[src/rtl/uart_pkg.sv]
`default_nettype none
// ============================================================================
// Module      : uart_pkg
// Description : Shared types, constants and helper function for the UART
//               transmitter (state encoding, data width, counter width).
// Revision    : 1.0 - initial release
// ============================================================================
package uart_pkg;

    // Bits per character on the serial line.
    localparam int DATA_BITS = 8;

    // Transmitter frame states.
    typedef enum logic [2:0] {
        ST_IDLE   = 3'd0,
        ST_START  = 3'd1,
        ST_DATA   = 3'd2,
        ST_PARITY = 3'd3,
        ST_STOP   = 3'd4
    } tx_state_t;

    // Counter width for a modulo-n counter: clog2(n) but never below one bit,
    // so a one-cycle bit period still gets a real (constant-zero) register.
    function automatic int cnt_width(input int n);
        if (n <= 2) begin
            return 1;
        end
        return $clog2(n);
    endfunction

endpackage : uart_pkg
`default_nettype wire

[src/rtl/uart_tx_bit_timer.sv]
`default_nettype none
// ============================================================================
// Module      : uart_tx_bit_timer
// Description : Bit-period counter for the UART transmitter. Counts
//               0 .. CLKS_PER_BIT-1 on every clock and strobes bit_end in the
//               last cycle of each bit period.
// Ports       : clk     - system clock (rising edge)
//               reset   - asynchronous active-high reset
//               clear   - restart the bit period (frame acceptance)
//               bit_end - high during the final cycle of the current bit
// Revision    : 1.0 - initial release
// ============================================================================
module uart_tx_bit_timer
    import uart_pkg::*;
#(
    parameter int CLKS_PER_BIT = 16
) (
    input  logic clk,
    input  logic reset,
    input  logic clear,
    output logic bit_end
);

    localparam int                 c_cnt_w = cnt_width(CLKS_PER_BIT);
    localparam logic [c_cnt_w-1:0] c_last  = c_cnt_w'(CLKS_PER_BIT - 1);

    logic [c_cnt_w-1:0] r_cnt;

    assign bit_end = (r_cnt == c_last);

    // Free-running between frames; the clear on acceptance aligns the first
    // bit period exactly with the START state.
    always_ff @(posedge clk or posedge reset) begin
        if (reset) begin
            r_cnt <= '0;
        end else if (clear || bit_end) begin
            r_cnt <= '0;
        end else begin
            r_cnt <= r_cnt + c_cnt_w'(1);
        end
    end

endmodule : uart_tx_bit_timer
`default_nettype wire

[src/rtl/uart_tx.sv]
`default_nettype none
// ============================================================================
// Module      : uart_tx
// Description : 8-bit UART transmitter. Sends start bit, 8 data bits LSB
//               first, optional parity bit and 1-2 stop bits, each held for
//               CLKS_PER_BIT clock cycles.
// Ports       : clk     - system clock (rising edge)
//               reset   - asynchronous active-high reset
//               start   - transmit request, sampled only when idle
//               data    - byte to send, captured when start is accepted
//               tx_busy - high while a frame is in progress
//               tx_done - one-cycle pulse when the last stop bit completes
//               tx      - serial output, idles high
// Revision    : 1.0 - initial release
// ============================================================================
module uart_tx
    import uart_pkg::*;
#(
    parameter int CLKS_PER_BIT = 16,
    parameter int PARITY_EN    = 0,
    parameter int PARITY_ODD   = 0,
    parameter int STOP_BITS    = 1
) (
    input  logic       clk,
    input  logic       reset,
    input  logic       start,
    input  logic [7:0] data,
    output logic       tx_busy,
    output logic       tx_done,
    output logic       tx
);

    localparam logic [2:0] c_last_data = 3'(DATA_BITS - 1);
    localparam logic [2:0] c_last_stop = 3'(STOP_BITS - 1);
    localparam logic       c_par_odd   = (PARITY_ODD != 0);
    localparam logic       c_par_en    = (PARITY_EN != 0);

    tx_state_t  r_state;
    logic [7:0] r_shift;
    logic [2:0] r_bit_idx;
    logic       r_parity;
    logic       r_tx;
    logic       r_busy;
    logic       r_done;

    logic       w_bit_end;
    logic       w_last_stop;
    logic       w_accept;

    assign w_last_stop = (r_state == ST_STOP) && w_bit_end && (r_bit_idx == c_last_stop);

    // A new frame is taken either from IDLE or directly at the end of the
    // last stop bit, which gives back-to-back frames with no extra idle cycle.
    assign w_accept = start && ((r_state == ST_IDLE) || w_last_stop);

    uart_tx_bit_timer #(
        .CLKS_PER_BIT (CLKS_PER_BIT)
    ) u_bit_timer (
        .clk     (clk),
        .reset   (reset),
        .clear   (w_accept),
        .bit_end (w_bit_end)
    );

    always_ff @(posedge clk or posedge reset) begin
        if (reset) begin
            r_state   <= ST_IDLE;
            r_shift   <= '0;
            r_bit_idx <= '0;
            r_parity  <= 1'b0;
            r_tx      <= 1'b1;
            r_busy    <= 1'b0;
            r_done    <= 1'b0;
        end else begin
            r_done <= 1'b0;
            case (r_state)
                ST_IDLE: begin
                    r_tx   <= 1'b1;
                    r_busy <= 1'b0;
                    if (w_accept) begin
                        r_shift   <= data;
                        r_parity  <= (^data) ^ c_par_odd;
                        r_bit_idx <= '0;
                        r_tx      <= 1'b0;
                        r_busy    <= 1'b1;
                        r_state   <= ST_START;
                    end
                end

                ST_START: begin
                    // Also restores busy after a back-to-back hand-over cycle.
                    r_busy <= 1'b1;
                    if (w_bit_end) begin
                        r_tx      <= r_shift[0];
                        r_shift   <= {1'b0, r_shift[7:1]};
                        r_bit_idx <= '0;
                        r_state   <= ST_DATA;
                    end
                end

                ST_DATA: begin
                    if (w_bit_end) begin
                        if (r_bit_idx == c_last_data) begin
                            r_bit_idx <= '0;
                            if (c_par_en) begin
                                r_tx    <= r_parity;
                                r_state <= ST_PARITY;
                            end else begin
                                r_tx    <= 1'b1;
                                r_state <= ST_STOP;
                            end
                        end else begin
                            r_tx      <= r_shift[0];
                            r_shift   <= {1'b0, r_shift[7:1]};
                            r_bit_idx <= r_bit_idx + 3'd1;
                        end
                    end
                end

                ST_PARITY: begin
                    if (w_bit_end) begin
                        r_tx      <= 1'b1;
                        r_bit_idx <= '0;
                        r_state   <= ST_STOP;
                    end
                end

                ST_STOP: begin
                    if (w_last_stop) begin
                        r_done    <= 1'b1;
                        r_busy    <= 1'b0;
                        r_bit_idx <= '0;
                        if (w_accept) begin
                            r_shift  <= data;
                            r_parity <= (^data) ^ c_par_odd;
                            r_tx     <= 1'b0;
                            r_state  <= ST_START;
                        end else begin
                            r_tx    <= 1'b1;
                            r_state <= ST_IDLE;
                        end
                    end else if (w_bit_end) begin
                        r_bit_idx <= r_bit_idx + 3'd1;
                    end
                end

                default: begin
                    r_tx    <= 1'b1;
                    r_busy  <= 1'b0;
                    r_state <= ST_IDLE;
                end
            endcase
        end
    end

    assign tx      = r_tx;
    assign tx_busy = r_busy;
    assign tx_done = r_done;

endmodule : uart_tx
`default_nettype wire

[config.mk]
export PLATFORM = sky130hd
export DESIGN_NAME = uart_tx
export DESIGN_NICKNAME = d
export VERILOG_FILES = /design/src/rtl/uart_pkg.sv /design/src/rtl/uart_tx_bit_timer.sv /design/src/rtl/uart_tx.sv
export SDC_FILE = /design/constraint.sdc
export NUM_CORES = 1
export LEC_CHECK = 0
export ABC_AREA = 1
export BUFFER_PORTS_ARGS = -buffer_cell sky130_fd_sc_hd__buf_2
export CORE_MARGIN = 2
export CORE_UTILIZATION = 60
export CTS_CLUSTER_SIZE = 8
export DETAILED_ROUTE_END_ITERATION = 10
export HOLD_SLACK_MARGIN = 0.02
export PLACE_DENSITY = 0.82
export REMOVE_ABC_BUFFERS = 1
export SKIP_LAST_GASP = 1
export SLEW_MARGIN = 20
export SYNTH_ARGS = -nofsm -noshare
export SYNTH_HDL_FRONTEND = slang
export SYNTH_SLANG_ARGS = --single-unit
[constraint.sdc]
create_clock -name clk -period 3.35 [get_ports clk]
set_input_delay 0.67 -clock clk [delete_from_list [all_inputs] [get_ports clk]]
set_output_delay 0.67 -clock clk [all_outputs]
set_load 0.01 [all_outputs]
* Word level (Yosys, flattened, before mapping)
Cells that the tools add are included.
Operators by class: add/sub/neg operators 2, equal/unequal tests 15, mux-type cells 34, bitwise gates (word level) 1, reductions and logical operators 16
Operator list (number):
- 2-to-1 mux 8 bit | 5
- 2-to-1 mux 3 bit | 12
- one-hot mux 8 bit (4 select lines) | 1
- one-hot mux 3 bit (5 select lines) | 1
- one-hot mux 3 bit (4 select lines) | 1
- 2-to-1 mux 1 bit | 11
- != test 2 x 1 -> 1 bit, second input constant | 5
- AND reduction 5 bit | 2
- nonzero test 4 bit | 2
- == test 3 x 2 -> 1 bit, second input constant | 2
- == test 3 bit, second input constant | 2
- zero test 3 bit | 2
- != test 2 bit, second input constant | 3
- AND reduction 6 bit | 1
- one-hot mux 1 bit (5 select lines) | 1
- adder 4 x 1 -> 4 bit, second input constant | 1
- == test 4 bit, second input constant | 1
- 2-to-1 mux 4 bit | 1
- one-hot mux 1 bit (4 select lines) | 1
- AND reduction 4 bit | 1
- OR reduction 2 bit | 2
- adder 3 x 1 -> 3 bit, second input constant | 1
- == test 3 x 1 -> 1 bit, second input constant | 1
- logical AND 1 bit | 3
- 4 further kinds | 5
Word-level totals: bits in registers 21, input bits 11, output and inout bits 3, word-level logic and storage cells 75

* Logic depth before layout (Yosys ltp)
depth after elaboration 8, gate-level depth with buffers 11, depth with buffers taken out 11

* Hierarchy
From an unflattened synthesis, not the netlist that was laid out.
Unflattened totals: cell total of the unflattened synthesis 178, area, all modules 1313.8 um2
By module, submodules not included:
- uart_tx | times used 1, cells each 158, area an instance 1117.3 um2, seq. area each 426.7 um2
- uart_tx_bit_timer | times used 1, cells each 20, area an instance 196.4 um2, seq. area each 100.1 um2

* Worst setup path after synthesis
OpenSTA, ideal clock, no wires.
path type reg2reg, start point reg r_bit_idx[0], end point reg r_shift[0], arrival time 1419 ps, required time 3233 ps, setup slack 1814 ps, cell stages (with the launch flop) 11, cells stage by stage dfrtp_1 > ha_1 > ha_1 > nor2_1 > nor2_1 > nor2_1 > nand2_2 > nor2_8 > nand2_4 > nand2_1 > nand2_1
On the way: longest elaborated chain between the ends 7, elaborated cells between the ends (all ways) 11, classes of those cells eq/ne (3); mux (3); reduce/logical (5)
RTL lines:
- start, declared | line uart_tx.sv:40 | logic [2:0] r_bit_idx;
- start signal, assigned | line uart_tx.sv:115 | r_bit_idx <= r_bit_idx + 3'd1;
- start signal, assigned | line uart_tx.sv:143 | r_bit_idx <= r_bit_idx + 3'd1;
- zero test 3 bit | line uart_tx.sv:50 | assign w_last_stop = (r_state == ST_STOP) && w_bit_end && (r_bit_idx == c_last_stop);
- logical AND 1 bit | line uart_tx.sv:50
- logical OR 1 bit | line uart_tx.sv:54 | assign w_accept = start && ((r_state == ST_IDLE) || w_last_stop);
- logical AND 1 bit | line uart_tx.sv:54
- 2-to-1 mux 8 bit (2 in series)
- one-hot mux 8 bit (4 select lines)
- end signal, assigned | line uart_tx.sv:81 | r_shift <= data;
- end signal, assigned | line uart_tx.sv:95 | r_shift <= {1'b0, r_shift[7:1]};
- end signal, assigned | line uart_tx.sv:114 | r_shift <= {1'b0, r_shift[7:1]};
- end, declared | line uart_tx.sv:39 | logic [7:0] r_shift;
Parallel ways exist; a longest one is shown, timed or not. The select of a mux whose other input is x is not followed. A chain may end at the register's enable or synchronous reset.

* Worst setup path in the final report
start point reg r_bit_idx[0], end point reg r_shift[1]
Same word-level chain as after synthesis.

==> Implementation_results.wiki <==
{| class="wikitable"
! Metric !! Value
|-
| Critical path data required time || 3.54 ns
|-
| Switching power summed over all nets || 0.676 mW
|-
| Starting DRC count in detailed routing || 22
|-
| Setup slack after layout || 1.62 ns
|-
| Worst Hold Depth || 1
|-
| CTS clock-pin slew for the worst setup and hold paths || 0.11 ns
|-
| Internal reg-to-reg setup slack || 1.62 ns
|-
| Static Leak || 0.729 nW
|-
| Leading cell type by number of instances after synthesis || sky130_fd_sc_hd__nand2_1
|-
| Destination of the worst register-to-register timing path || r_shift[1]
|-
| Post-layout util || 69.3%
|-
| Number of primary I/O pins || 14
|-
| CTS H-tree lvls || 1
|-
| Num Clock Sinks || 21
|-
| Count of flip-flops with a built-in enable after synthesis || 0
|-
| Crit Path Class || reg2reg
|-
| GRT Resource Usage Total || 21.8%
|-
| Final number of setup-violating endpoints || 0
|-
| Hold endpoint || u_bit_timer.r_cnt[0]
|-
| Final Cycle Share || 51.6%
|-
| # Max-Cap Violations || 0
|-
| Routed wire length || 2.35 mm
|-
| Nature of the critical path endpoint || flip-flop
|-
| Part of the power in combinational logic || 58.3%
|-
| Flops & latches, synth || 21
|-
| Timing-limited maximum frequency || 579 MHz
|-
| Result of the run || finished, final reports clean
|-
| Initial DRT Pass Iterations || 4
|-
| # nets final || 186
|-
| Cell types with the largest area share after synthesis || sky130_fd_sc_hd__dfrtp_1 (41%), sky130_fd_sc_hd__nand2_1 (16%), sky130_fd_sc_hd__nand3_1 (7.9%), sky130_fd_sc_hd__ha_1 (4.1%), sky130_fd_sc_hd__nor2_1 (4.0%)
|-
| Depth of the worst register-to-register path || 10
|-
| Final hold vios || 0
|-
| Arrival time worst endpoint || 1.92 ns
|-
| Number of vias per cell || 5.15
|-
| Peak VDD IR || 0.614 mV
|-
| Initial antenna violation count || 0
|-
| TritonCTS clock tree || yes
|-
| Pre-CTS WS || 1.63 ns
|-
| Starting density of the core || 62.8%
|-
| WL per Instance || 11.9 um
|-
| Switching share of total power || 49.8%
|-
| Die Y || 48.8 um
|-
| Clock buffer depth || 2
|-
| Power per cell area || 1020 nW/um^2
|-
| Share of flip-flops with an asynchronous set or reset after synthesis || 100%
|-
| Vias || 1015
|-
| Gpl congestion || 0.935
|-
| Pin count of the biggest net entering global routing || 22
|-
| DP Wirelength || 1.82 mm
|-
| Synthesized area per cell || 7.88 sq um
|-
| Final cell count without fillers || 197
|-
| Hold-fix buffers, CTS || 0
|-
| Number of distinct library cells after synthesis || 23
|-
| Area share of the leading cell type in the synthesized netlist || 41.5%
|-
| Count of nets left with antenna violations after detail routing || 0
|-
| Hold wc startpoint || u_bit_timer.r_cnt[0]
|-
| Die area || 2380 sq um
|-
| Clock Latency Late Sink || 0.29 ns
|-
| Slew @ Worst Pin || 0.781 ns
|-
| Clock buffer count from CTS || 3
|-
| Synth area leader || sky130_fd_sc_hd__dfrtp_1
|-
| Area of the core region || 1920 sq um
|-
| Number of placed cells counting well taps || 193
|-
| Shortest clock period the worst path allows after layout || 1.73 ns
|-
| Sum of negative setup slack || 0 ns
|-
| Clk pwr share || 8.7%
|-
| Top cell types by occurrence after synthesis || sky130_fd_sc_hd__nand2_1 (53), sky130_fd_sc_hd__dfrtp_1 (20), sky130_fd_sc_hd__nand3_1 (19), sky130_fd_sc_hd__nor2_1 (13), sky130_fd_sc_hd__inv_1 (11)
|-
| Normalized max-slew margin || 47.8%
|-
| Cell-internal power || 0.681 mW
|-
| Primary FF master, synth || sky130_fd_sc_hd__dfrtp_1
|-
| Row Count || 16
|-
| Number of warnings printed during yosys synthesis || 0
|-
| Sequential cell area fraction in the yosys report || 43.7%
|-
| Share of cells above drive strength 1 || 21.8%
|-
| Ant. Diodes || 0
|-
| Setup Skew || 0.00207 ns
|-
| Vias in the first global route || 973
|-
| Setup repair after global routing missed its margin || no
|-
| Max-slew violations || 0
|-
| Cell area after technology mapping || 1210 sq um
|-
| Width of the chip || 48.8 um
|-
| CP Launch Type || flip-flop
|-
| Post-CTS Repair Setup Buffers || 0
|-
| Tot Pwr || 1.36 mW
|-
| First-pass GRT wire length || 4.10 mm
|-
| Number of instances in the synthesized netlist || 153
|-
| GR Overflow Total || 0
|-
| Post-cts sizing count || 0
|-
| I/O Buffers || 13
|-
| Worst flop-to-flop path startpoint || r_bit_idx[0]
|-
| Remaining routing DRC violations || 0
|-
| Fraction of power consumed by sequential logic || 33.0%
|-
| Layout overhead on the synthesized area || 10.4%
|-
| Peak fanout along the critical path || 9
|-
| Clk root buf || sky130_fd_sc_hd__clkbuf_4
|-
| Hold WC Path Type || reg2reg
|}
==> registers in the layout, indices dropped and copies added, names as in the netlist <==
| signal | count |
|---|---|
| r_bit_idx | 3 |
| r_shift | 8 |
| r_state | 3 |
| tx | 1 |
| tx_busy | 1 |
| tx_done | 1 |
| u_bit_timer.r_cnt | 4 |
==> power groups by stage <==
stage | logic [mW] | clock network [mW] | registers [mW]
floorplan | 0.635 | 0 | 0.439
finish | 0.791 | 0.118 | 0.448
CTS | 0.795 | 0.121 | 0.447
global route | 0.891 | 0.134 | 0.462
global placement | 0.758 | 0 | 0.446
detailed placement | 0.796 | 0 | 0.450
==> kinds of logic after synthesis <==
family	count (synthesis)	synth area share, %
AOI/OAI and AO/OA	11	5.19
buffers and inverters	14	4.87
and+or+nand+nor	101	40.7
xor gates and xnor gates	2	1.45
DFF	21	43.7
adders and majority gates	4	4.15
==> cell usage in the layout, fill, tap and decap left out, types with 2 or more instances in the layout <==
cell                       netlist  layout
sky130_fd_sc_hd__nand2_1        53      53
sky130_fd_sc_hd__dfrtp_1        20      20
sky130_fd_sc_hd__nand3_1        19      19
sky130_fd_sc_hd__nor2_1         13      13
sky130_fd_sc_hd__buf_2           0      13
sky130_fd_sc_hd__inv_1          11      11
sky130_fd_sc_hd__o21ai_0         7       7
sky130_fd_sc_hd__nand2_2         5       5
sky130_fd_sc_hd__ha_1            4       4
sky130_fd_sc_hd__nor2_2          3       3
sky130_fd_sc_hd__nand2_4         3       3
sky130_fd_sc_hd__clkbuf_4        0       3
sky130_fd_sc_hd__nand3_2         2       2
sky130_fd_sc_hd__a21oi_1         2       2
==> worst max path at each step <==
stage                               startpoint         end  slack (ns)
after floorplan                   r_bit_idx[0]  r_shift[0]        1.81
after global placement            r_bit_idx[0]  r_shift[3]        1.71
after detailed placement          r_bit_idx[0]  r_shift[1]        1.63
after CTS                         r_bit_idx[0]  r_shift[1]        1.61
after global routing      u_bit_timer.r_cnt[0]  r_shift[1]        1.48
final                             r_bit_idx[0]  r_shift[1]        1.62
==> metrics by stage <==
| stage | instance area, sq um | hold WS, ns |
|---|---|---|
| global route | 1330 | 0.508 |
| global placement | 1310 | 0.448 |
| floorplan | 1210 | 0.433 |
| finish | 1330 | 0.472 |
| CTS | 1330 | 0.473 |
| detailed placement | 1310 | 0.458 |
==> critical path, stage by stage, from the launching register on <==
cell	delay, ns
sky130_fd_sc_hd__dfrtp_1	0.40
sky130_fd_sc_hd__ha_1	0.20
sky130_fd_sc_hd__ha_1	0.17
sky130_fd_sc_hd__nor2_1	0.14
sky130_fd_sc_hd__nor2_1	0.06
sky130_fd_sc_hd__nor2_1	0.14
sky130_fd_sc_hd__nand2_2	0.11
sky130_fd_sc_hd__nor2_8	0.16
sky130_fd_sc_hd__nand2_4	0.10
sky130_fd_sc_hd__nand2_1	0.08
sky130_fd_sc_hd__nand2_1	0.06
==> final cells by class <==
type	count	area [sq um]
Inverter	14	58.8
Sequential cell	21	527
Timing Repair Buffer	13	65.1
Multi-Input combinational cell	118	621
Clock buffer	4	26.3
Tap cell	27	33.8
Fill cell	164	591
==> layer usage <==
layer	vias up	track usage (%)	share of wire [%]
met5	-	0	0
met2	31	39.0	51
met1	462	26.8	44
li1	518	-	-
met4	0	6.67	0.98
met3	4	3.68	4.2
No activity file was read; power rests on OpenSTA's default activity.
